<file path="src/rtl/seg7_display_mux_n.sv">
// N-digit time-multiplexed 7-segment driver with dead-time, PWM brightness,
// per-digit blink and leading-zero blanking; all outputs registered, active-low.
module seg7_display_mux_n #(
    parameter int N_DIGITS    = 4,
    parameter int REFRESH_DIV = 100000,
    parameter int DEAD_CYCLES = 2,
    parameter int BR_W        = 3,
    parameter int BLINK_TICKS = 250
) (
    input  logic                  clk,
    input  logic                  rst,
    input  logic [5*N_DIGITS-1:0] digits_in,
    input  logic                  blank_lz,
    input  logic [N_DIGITS-1:0]   blink_mask,
    input  logic [BR_W-1:0]       brightness,
    output logic [N_DIGITS-1:0]   seg_select,
    output logic [7:0]            dec_out
);

    localparam int PS_W  = $clog2(REFRESH_DIV);
    localparam int IDX_W = $clog2(N_DIGITS);
    localparam int BL_W  = (BLINK_TICKS > 1) ? $clog2(BLINK_TICKS) : 1;
    localparam int DW    = 5;

    logic [PS_W-1:0]     prescaler_r;
    logic [IDX_W-1:0]    index_r;
    logic [BL_W-1:0]     blink_cnt_r;
    logic                blink_phase_r;
    logic [N_DIGITS-1:0] seg_select_r;
    logic [7:0]          dec_out_r;

    logic                tick_s;
    logic                round_end_s;
    logic [4:0]          cur_digit_s;
    logic [N_DIGITS-1:0] lz_s;
    logic [N_DIGITS-1:0] blank_s;
    logic                lz_run_s;
    logic                lit_s;
    logic [N_DIGITS-1:0] anode_s;

    function automatic logic [7:0] seg7_decode(input logic [4:0] d);
        logic [7:0] c;
        case (d[3:0])
            4'h0:    c = 8'hC0;
            4'h1:    c = 8'hF9;
            4'h2:    c = 8'hA4;
            4'h3:    c = 8'hB0;
            4'h4:    c = 8'h99;
            4'h5:    c = 8'h92;
            4'h6:    c = 8'h82;
            4'h7:    c = 8'hF8;
            4'h8:    c = 8'h80;
            4'h9:    c = 8'h90;
            4'hA:    c = 8'h88;
            4'hB:    c = 8'h83;
            4'hC:    c = 8'hC6;
            4'hD:    c = 8'hA1;
            4'hE:    c = 8'h86;
            4'hF:    c = 8'h8E;
            default: c = 8'hFF;
        endcase
        return d[4] ? (c & 8'h7F) : c;
    endfunction

    assign tick_s      = (prescaler_r == PS_W'(REFRESH_DIV - 1));
    // Blink advances once per full scan so every digit sees whole rounds of each phase.
    assign round_end_s = tick_s && (index_r == IDX_W'(N_DIGITS - 1));
    assign cur_digit_s = digits_in[index_r*DW +: DW];

    // Slot prescaler, digit index and blink phase.
    always_ff @(posedge clk or posedge rst) begin
        if (rst) begin
            prescaler_r   <= '0;
            index_r       <= '0;
            blink_cnt_r   <= '0;
            blink_phase_r <= 1'b0;
        end else begin
            prescaler_r <= tick_s ? '0 : prescaler_r + PS_W'(1);
            if (tick_s) begin
                index_r <= (index_r == IDX_W'(N_DIGITS - 1)) ? '0 : index_r + IDX_W'(1);
            end
            if (round_end_s) begin
                if (blink_cnt_r == BL_W'(BLINK_TICKS - 1)) begin
                    blink_cnt_r   <= '0;
                    blink_phase_r <= ~blink_phase_r;
                end else begin
                    blink_cnt_r <= blink_cnt_r + BL_W'(1);
                end
            end
        end
    end

    // Leading-zero run from the top digit down; digit 0 always stays visible.
    always_comb begin
        lz_s     = '0;
        lz_run_s = blank_lz;
        for (int i = N_DIGITS - 1; i >= 1; i--) begin
            lz_run_s = lz_run_s & (digits_in[i*DW +: DW] == 5'h00);
            lz_s[i]  = lz_run_s;
        end
        blank_s = lz_s | (blink_mask & {N_DIGITS{blink_phase_r}});
    end

    // Lit window: past dead-time, inside the PWM duty and digit not blanked.
    always_comb begin
        lit_s = (prescaler_r >= PS_W'(DEAD_CYCLES)) &&
                (prescaler_r[BR_W-1:0] <= brightness) &&
                !blank_s[index_r];
        for (int i = 0; i < N_DIGITS; i++) begin
            anode_s[i] = !(lit_s && (index_r == IDX_W'(i)));
        end
    end

    // Anode and cathode registers update together so no ghost pattern leaks.
    always_ff @(posedge clk or posedge rst) begin
        if (rst) begin
            seg_select_r <= '1;
            dec_out_r    <= 8'hFF;
        end else begin
            seg_select_r <= anode_s;
            dec_out_r    <= lit_s ? seg7_decode(cur_digit_s) : 8'hFF;
        end
    end

    assign seg_select = seg_select_r;
    assign dec_out    = dec_out_r;

endmodule

</file>
<file path="config.mk">
export PLATFORM = sky130hd
export DESIGN_NAME = seg7_display_mux_n
export DESIGN_NICKNAME = d
export VERILOG_FILES = /design/src/rtl/seg7_display_mux_n.sv
export SDC_FILE = /design/constraint.sdc
export NUM_CORES = 1
export LEC_CHECK = 0
export BUFFER_PORTS_ARGS = -buffer_cell sky130_fd_sc_hd__buf_2
export CAP_MARGIN = 20
export CORE_MARGIN = 10
export CORE_UTILIZATION = 40
export CTS_BUF_LIST = sky130_fd_sc_hd__clkbuf_16
export DETAILED_ROUTE_END_ITERATION = 6
export PLACE_DENSITY_LB_ADDON = 0.15
export SLEW_MARGIN = 25
export SYNTH_ARGS = -nofsm -noshare
export SYNTH_HDL_FRONTEND = slang
export SYNTH_SLANG_ARGS = --single-unit
export TNS_END_PERCENT = 50
</file>
<file path="constraint.sdc">
create_clock -name clk -period 2.75 [get_ports clk]
set_clock_uncertainty 0.05 [all_clocks]
set_input_delay 0.55 -clock clk [delete_from_list [all_inputs] [get_ports clk]]
set_output_delay 0.55 -clock clk [all_outputs]
set_load 0.05 [all_outputs]
</file>
==> results.txt, run 1 <==
Placed cell areas - 2620 sq um
Die height - 95.8 um
Antenna Nets Post-Route - 0
Nets - 327
Least-Margin Pin Slew - 545 ps
Initial antenna violation count - 0
Bufs and invs on worst path - 0
Endpoints failing setup - 0
Share of power burned in registers - 47.1%
CTS tree - done
Detailed-route wire length - 4820 um
Largest stage delay, worst path - 630 ps
Port Buffers - 41
Outcome - finished clean
IO Pins - 42
VDD IR-drop max - 0.256 mV
GP Congestion - 0.795
Gate Count Post-Synth - 233
Routed WL per cell - 13.7 um
Die width - 95.8 um
Fin. Hold Viols - 0
Critical Path End Type - register
Slack of the worst reg-to-reg path - 450 ps
Diodes inserted - 0
Post-CTS Setup Inserts - 0
First-pass GRT wire length - 8560 um
Clock buffer depth - 2
Max transition margin - 63.4%
WHS - 332 ps
Fin crit share - 83.6%
Drt pass-1 iters - 4
Int Power - 986 uW
Register bit total from synthesis - 40
Clock transition at the registers of the reported paths - 60 ps
Die Area - 9180 sq um
Dpl hpwl - 3790 um
LEAKAGE - 0.00126 uW
Core Area - 5540 sq um
Post-synth top flop - dfrtp_1
WP data arrival - 2470 ps
Sinks on Clock Net - 40
Share of cells above drive strength 1 - 27.0%
Kind of cell adding the most delay to the critical path - simple AND/OR/NAND/NOR gates
Switching share of power - 24.0%
CP max-delay cell - or4_1
Largest net degree at the start of global routing - 41
CTS root buf - clkbuf_16
Seq/Total Area, Yosys - 44.2%
Crit-path max FO - 9
Fin crit period - 2300 ps
Num CTS Buffers - 5
PostCTS Resize Cnt - 0
Setup TNS - 0 ps
Synthesized net count - 280
Crit Reg-Reg Startpoint - prescaler_r[1]
Asr flop ratio synth - 100%
Max_cap viols - 0
Synth cell types - 40
Number of global-route vias before repair - 1,867
Min-delay worst type - input pin to async pin
Worst path cell trace - ha_1, and4_1, nand2_1, or4_1, or4_1, nand2_1
Iteration-0 DRC Markers - 41
Tot GR Track Use - 11.6%
Via/cell ratio - 5.12
R2R Path End - blink_cnt_r[6]
YS warnings - 0
Cts-stage hold buffer count - 0
H-Tree Depth - 2
RSZ-0062 raised after global routing - false
Avg Inst Size Synth - 9.86 sq um
Critical path startpoint category - register
Layout overhead on the synthesized area - 20.0%
Logic pwr share - 11.0%
Synthesized area - 2300 sq um
Utilization after layout - 49.8%
Drt drc - 0
EDFF count, synth - 0
Total grt overflow - 0
Final Instance Area - 2760 sq um
Reg2reg path depth - 6
Via count - 1,809
Row count - 27
Switch Pwr - 312 uW
Clock power share - 41.9%
Max-slew violation count - 0
Commonest non-fill, non-tap cells in the layout - buf_2 (41), dfrtp_1 (28), nand2_1 (25)
Commonest non-fill, non-tap cell in the layout - buf_2
FMAX - 435 MHz
Setup CP Type - register to register
Initial Util - 41.5%
Worst skew pair latency - 280 ps
Cell Pwr Density - 471 nW/um^2
Critical Path RT - 2920 ps
==> power by group through the flow <==
| stage | clock [uW] | sequential [uW] | combinational (uW) |
|---|---|---|---|
| final | 544 | 612 | 142 |
| after detailed placement | 0 | 622 | 145 |
| after global placement | 0 | 622 | 144 |
| after global routing | 589 | 613 | 156 |
| after floorplan | 0 | 668 | 51.3 |
| after CTS | 562 | 612 | 145 |
==> cells in the mapped netlist, types with 2 or more instances <==
library cell / instances / area [sq um]
o221ai_1: 2 / 17.5
mux2_2: 2 / 22.5
nor2b_1: 8 / 50.1
nand4_1: 5 / 31.3
nor4_1: 4 / 25.0
o211ai_1: 2 / 15.0
mux4_2: 5 / 113
or4_1: 2 / 15.0
nor2_1: 20 / 75.1
o21a_1: 2 / 15.0
o21ai_0: 14 / 70.1
dfstp_2: 12 / 315
or3_1: 2 / 12.5
o31ai_1: 4 / 30.0
a21o_1: 2 / 15.0
and4_1: 2 / 17.5
xnor2_1: 7 / 61.3
nor3_1: 6 / 30.0
buf_2: 2 / 10.0
ha_1: 17 / 213
xor2_1: 7 / 61.3
inv_1: 13 / 48.8
nand3_1: 13 / 65.1
a21oi_1: 3 / 15.0
nand2_1: 25 / 93.8
a21boi_0: 2 / 15.0
a22oi_1: 2 / 15.0
dfrtp_1: 28 / 701
and3_1: 4 / 25.0
clkbuf_1: 5 / 18.8
nand2b_1: 2 / 12.5
==> tightest hold or removal path, stage by stage <==
cell   delay (ps)
buf_2          90
inv_1          40
buf_4         420
==> how the worst max path moves through the flow <==
stage | endpoint | start | cells past startpoint
floorplan | blink_cnt_r[6] | prescaler_r[1] | 7
global placement | blink_cnt_r[6] | prescaler_r[1] | 6
detailed placement | blink_cnt_r[6] | prescaler_r[1] | 6
CTS | blink_cnt_r[6] | prescaler_r[1] | 6
global route | blink_cnt_r[6] | prescaler_r[1] | 6
finish | blink_cnt_r[6] | prescaler_r[1] | 6
==> layout make-up <==
type	instances	area, sq um
multi-input cells	172	1210
flip-flops and latches	40	1020
well taps	72	90.1
fillers	538	2780
repair buffers	48	258
inverters	13	48.8
clock buffers	5	125
clock inverters	3	13.8
==> through the flow <==
step | total power (uW) | std cells | setup slack, ps
after CTS | 1320 | 353 | 433
after floorplan | 720 | 233 | 655
after global routing | 1360 | 353 | 280
after global placement | 766 | 345 | 489
after detailed placement | 767 | 345 | 451
final | 1300 | 353 | 450
==> metal layers <==
metal  vias to the layer above  GRT usage [%]  part of all wire (%)
li1                        921              -                     -
met1                       860           13.5                    44
met2                        20           19.9                    51
met3                         8           3.04                   3.7
met4                         0           4.91                   1.7
met5                         -              0                     0
==> cell families (layout without fill, tap and decap cells) <==
group,after synthesis,after routing,share of synthesized area (%)
buffers and inverters,21,69,3.59
DFF,40,40,44.2
xor gates and xnor gates,14,14,5.33
muxes,8,8,6.31
AOI/OAI and AO/OA,38,38,10.8
and+or+nand+nor,95,95,20.5
adders and majority gates,17,17,9.25
==> sequential cells by signal (all words and copies together), names as in the netlist <==
register and cells:
index_r 2, seg_select 4, dec_out 8, blink_phase_r 1
prescaler_r 17, blink_cnt_r 8
Note: power is estimated with default switching activity, not from simulation.
==> run 2: changes to the inputs <==
==> constraint.sdc (replaced) <==
create_clock -name clk -period 2.4 [get_ports clk]
set_clock_uncertainty 0.05 [all_clocks]
set_input_delay 0.48 -clock clk [delete_from_list [all_inputs] [get_ports clk]]
set_output_delay 0.48 -clock clk [all_outputs]
set_load 0.05 [all_outputs]
==> results.txt, run 2 (synthesis results as in run 1) <==
Setup CP Type - register to register
Endpoints failing setup - 0 (unchanged)
Largest register FFs - 17 (unchanged)
Die width - 95.8 um (unchanged)
Flip-flop and latch area - 1020 sq um (unchanged)
Least-Margin Pin Slew - 494 ps (-51.2 ps)
Int Power - 1130 uW (+14%)
Core Area - 5540 sq um (unchanged)
Switch Pwr - 362 uW (+16%)
Max_cap viols - 0 (unchanged)
CTS tree - done
Initial antenna violation count - 0 (unchanged)
Row count - 27 (unchanged)
Share of power burned in registers - 47.1% (about the same)
Die height - 95.8 um (unchanged)
GP Congestion - 0.808 (+1.6%)
Crit path from - prescaler_r[1]
Dpl hpwl - 3750 um (-0.91%)
Non-Filler Instances - 354 (+0.28%)
WP data arrival - 2420 ps (-50 ps)
Via count - 1,844 (+1.9%)
Crit-path max FO - 8 (-1)
Cts-stage hold buffer count - 0 (unchanged)
Drt pass-1 iters - 4 (unchanged)
Commonest non-fill, non-tap cells in the layout - buf_2 (41), dfrtp_1 (28), nand2_1 (25)
Post-CTS Setup Inserts - 0 (unchanged)
Iteration-0 DRC Markers - 65 (+59%)
RSZ-0062 raised after global routing - false
Fin. Hold Viols - 0 (unchanged)
Critical Path RT - 2570 ps (-350 ps)
Slack of the worst reg-to-reg path - 160 ps (-290 ps)
Die Area - 9180 sq um (unchanged)
Num CTS Buffers - 5 (unchanged)
Worst skew pair latency - 280 ps (about the same)
Reg with most FFs - prescaler_r
Drt drc - 0 (unchanged)
Diodes inserted - 0 (unchanged)
Crit Reg-Reg Startpoint - prescaler_r[1]
Layout overhead on the synthesized area - 20.8%
Reg2reg path depth - 6 (unchanged)
Clock power share - 42.0% (about the same)
Outcome - finished clean
Total grt overflow - 0 (unchanged)
Via/cell ratio - 5.21 (+1.6%)
Logic pwr share - 10.9% (about the same)
Antenna Nets Post-Route - 0 (unchanged)
Utilization after layout - 50.1% (+0.34 points)
Clock transition at the registers of the reported paths - 60 ps (about the same)
Commonest non-fill, non-tap cell in the layout - buf_2
Nets - 328 (+0.31%)
VDD IR-drop max - 0.368 mV (+44%)
Sinks on Clock Net - 40 (unchanged)
Tot GR Track Use - 11.7% (+0.068 points)
Max transition margin - 67.1% (+3.7 points)
IO Pins - 42 (unchanged)
LEAKAGE - 0.00127 uW (+1.1%)
Critical Path End Type - register
CTS root buf - clkbuf_16
Number of global-route vias before repair - 1,861 (-0.32%)
Largest net degree at the start of global routing - 41 (unchanged)
Critical path startpoint category - register
H-Tree Depth - 2 (unchanged)
FMAX - 446 MHz (+2.5%)
PostCTS Resize Cnt - 0 (unchanged)
First-pass GRT wire length - 8540 um (-0.25%)
Routed WL per cell - 13.9 um (+2.0%)
Switching share of power - 24.3% (+0.25 points)
Area of the multi-input gates - 1210 sq um (unchanged)
Clock buffer depth - 2 (unchanged)
Min-delay worst type - input pin to async pin
Fillers - 538 (unchanged)
Fin crit period - 2240 ps (-55.4 ps)
Max-slew violation count - 0 (unchanged)
Detailed-route wire length - 4930 um (+2.3%)
Initial Util - 41.5% (unchanged)
R2R Path End - blink_cnt_r[6]
Fin crit share - 93.5% (+9.9 points)
Cell Pwr Density - 537 nW/um^2 (+14%)
Setup TNS - 0 ps (unchanged)
Port Buffers - 41 (unchanged)
Placed Cells incl. Taps - 346 (+0.29%)
Share of cells above drive strength 1 - 27.0% (-0.096 points)
-- run 2: changes by cell type in the layout (fill, tap and decap cells not counted) --
cell      delta
buf_12       +1
clkinv_1     -1
clkinv_2     -1
inv_1        +2
-- run 2: metrics by stage --
stage | area (sq um) | worst slack, ps | hold WS, ps | power [uW]
CTS | 2780 | 137 | 292 | 1510
global route | 2780 | 3.87 | 337 | 1560
finish | 2780 | 156 | 262 | 1490
floorplan | 2300 | 305 | 397 | 824
detailed placement | 2640 | 145 | 430 | 878
global placement | 2640 | 166 | 407 | 877
-- run 2: worst max-delay path by stage --
stage | end | slack [ps]
2_1_floorplan | blink_cnt_r[6] | 310
3_3_place_gp | blink_cnt_r[6] | 170
3_5_place_dp | blink_cnt_r[6] | 150
4_1_cts | blink_cnt_r[6] | 140
5_1_grt | blink_cnt_r[6] | 4
6_report | blink_cnt_r[6] | 160
-- run 2: critical path, cell delays in order, from the launching register on --
cell     delay, ps
dfrtp_1        400
ha_1           220
and4_1         250
nand2_1         90
or4_1          610
or4_1          500
nand2_1         70
-- run 2: cell type report --
class | count | share of cell area [%]
multi-input cells | 172 | 43.4
flip-flops and latches | 40 | 36.6
repair buffers | 49 | 10.0
clock buffers | 5 | 4.51
well taps | 72 | 3.24
inverters | 13 | 1.76
clock inverters | 3 | 0.451
-- run 2: power by group through the flow --
stage | Clock [uW] | Combinational (uW) | Sequential, uW
floorplan | 0 | 58.8 | 766
global placement | 0 | 164 | 713
detailed placement | 0 | 165 | 713
CTS | 643 | 165 | 702
global route | 676 | 179 | 703
finish | 626 | 162 | 701
-- run 2: per-layer routing --
| metal | wire length, um | global-route usage, % | vias to the layer above |
|---|---|---|---|
| li1 | - | - | 924 |
| met1 | 2200 | 13.8 | 873 |
| met2 | 2420 | 19.8 | 38 |
| met3 | 242 | 3.19 | 9 |
| met4 | 71 | 4.42 | 0 |
| met5 | 0 | 0 | - |
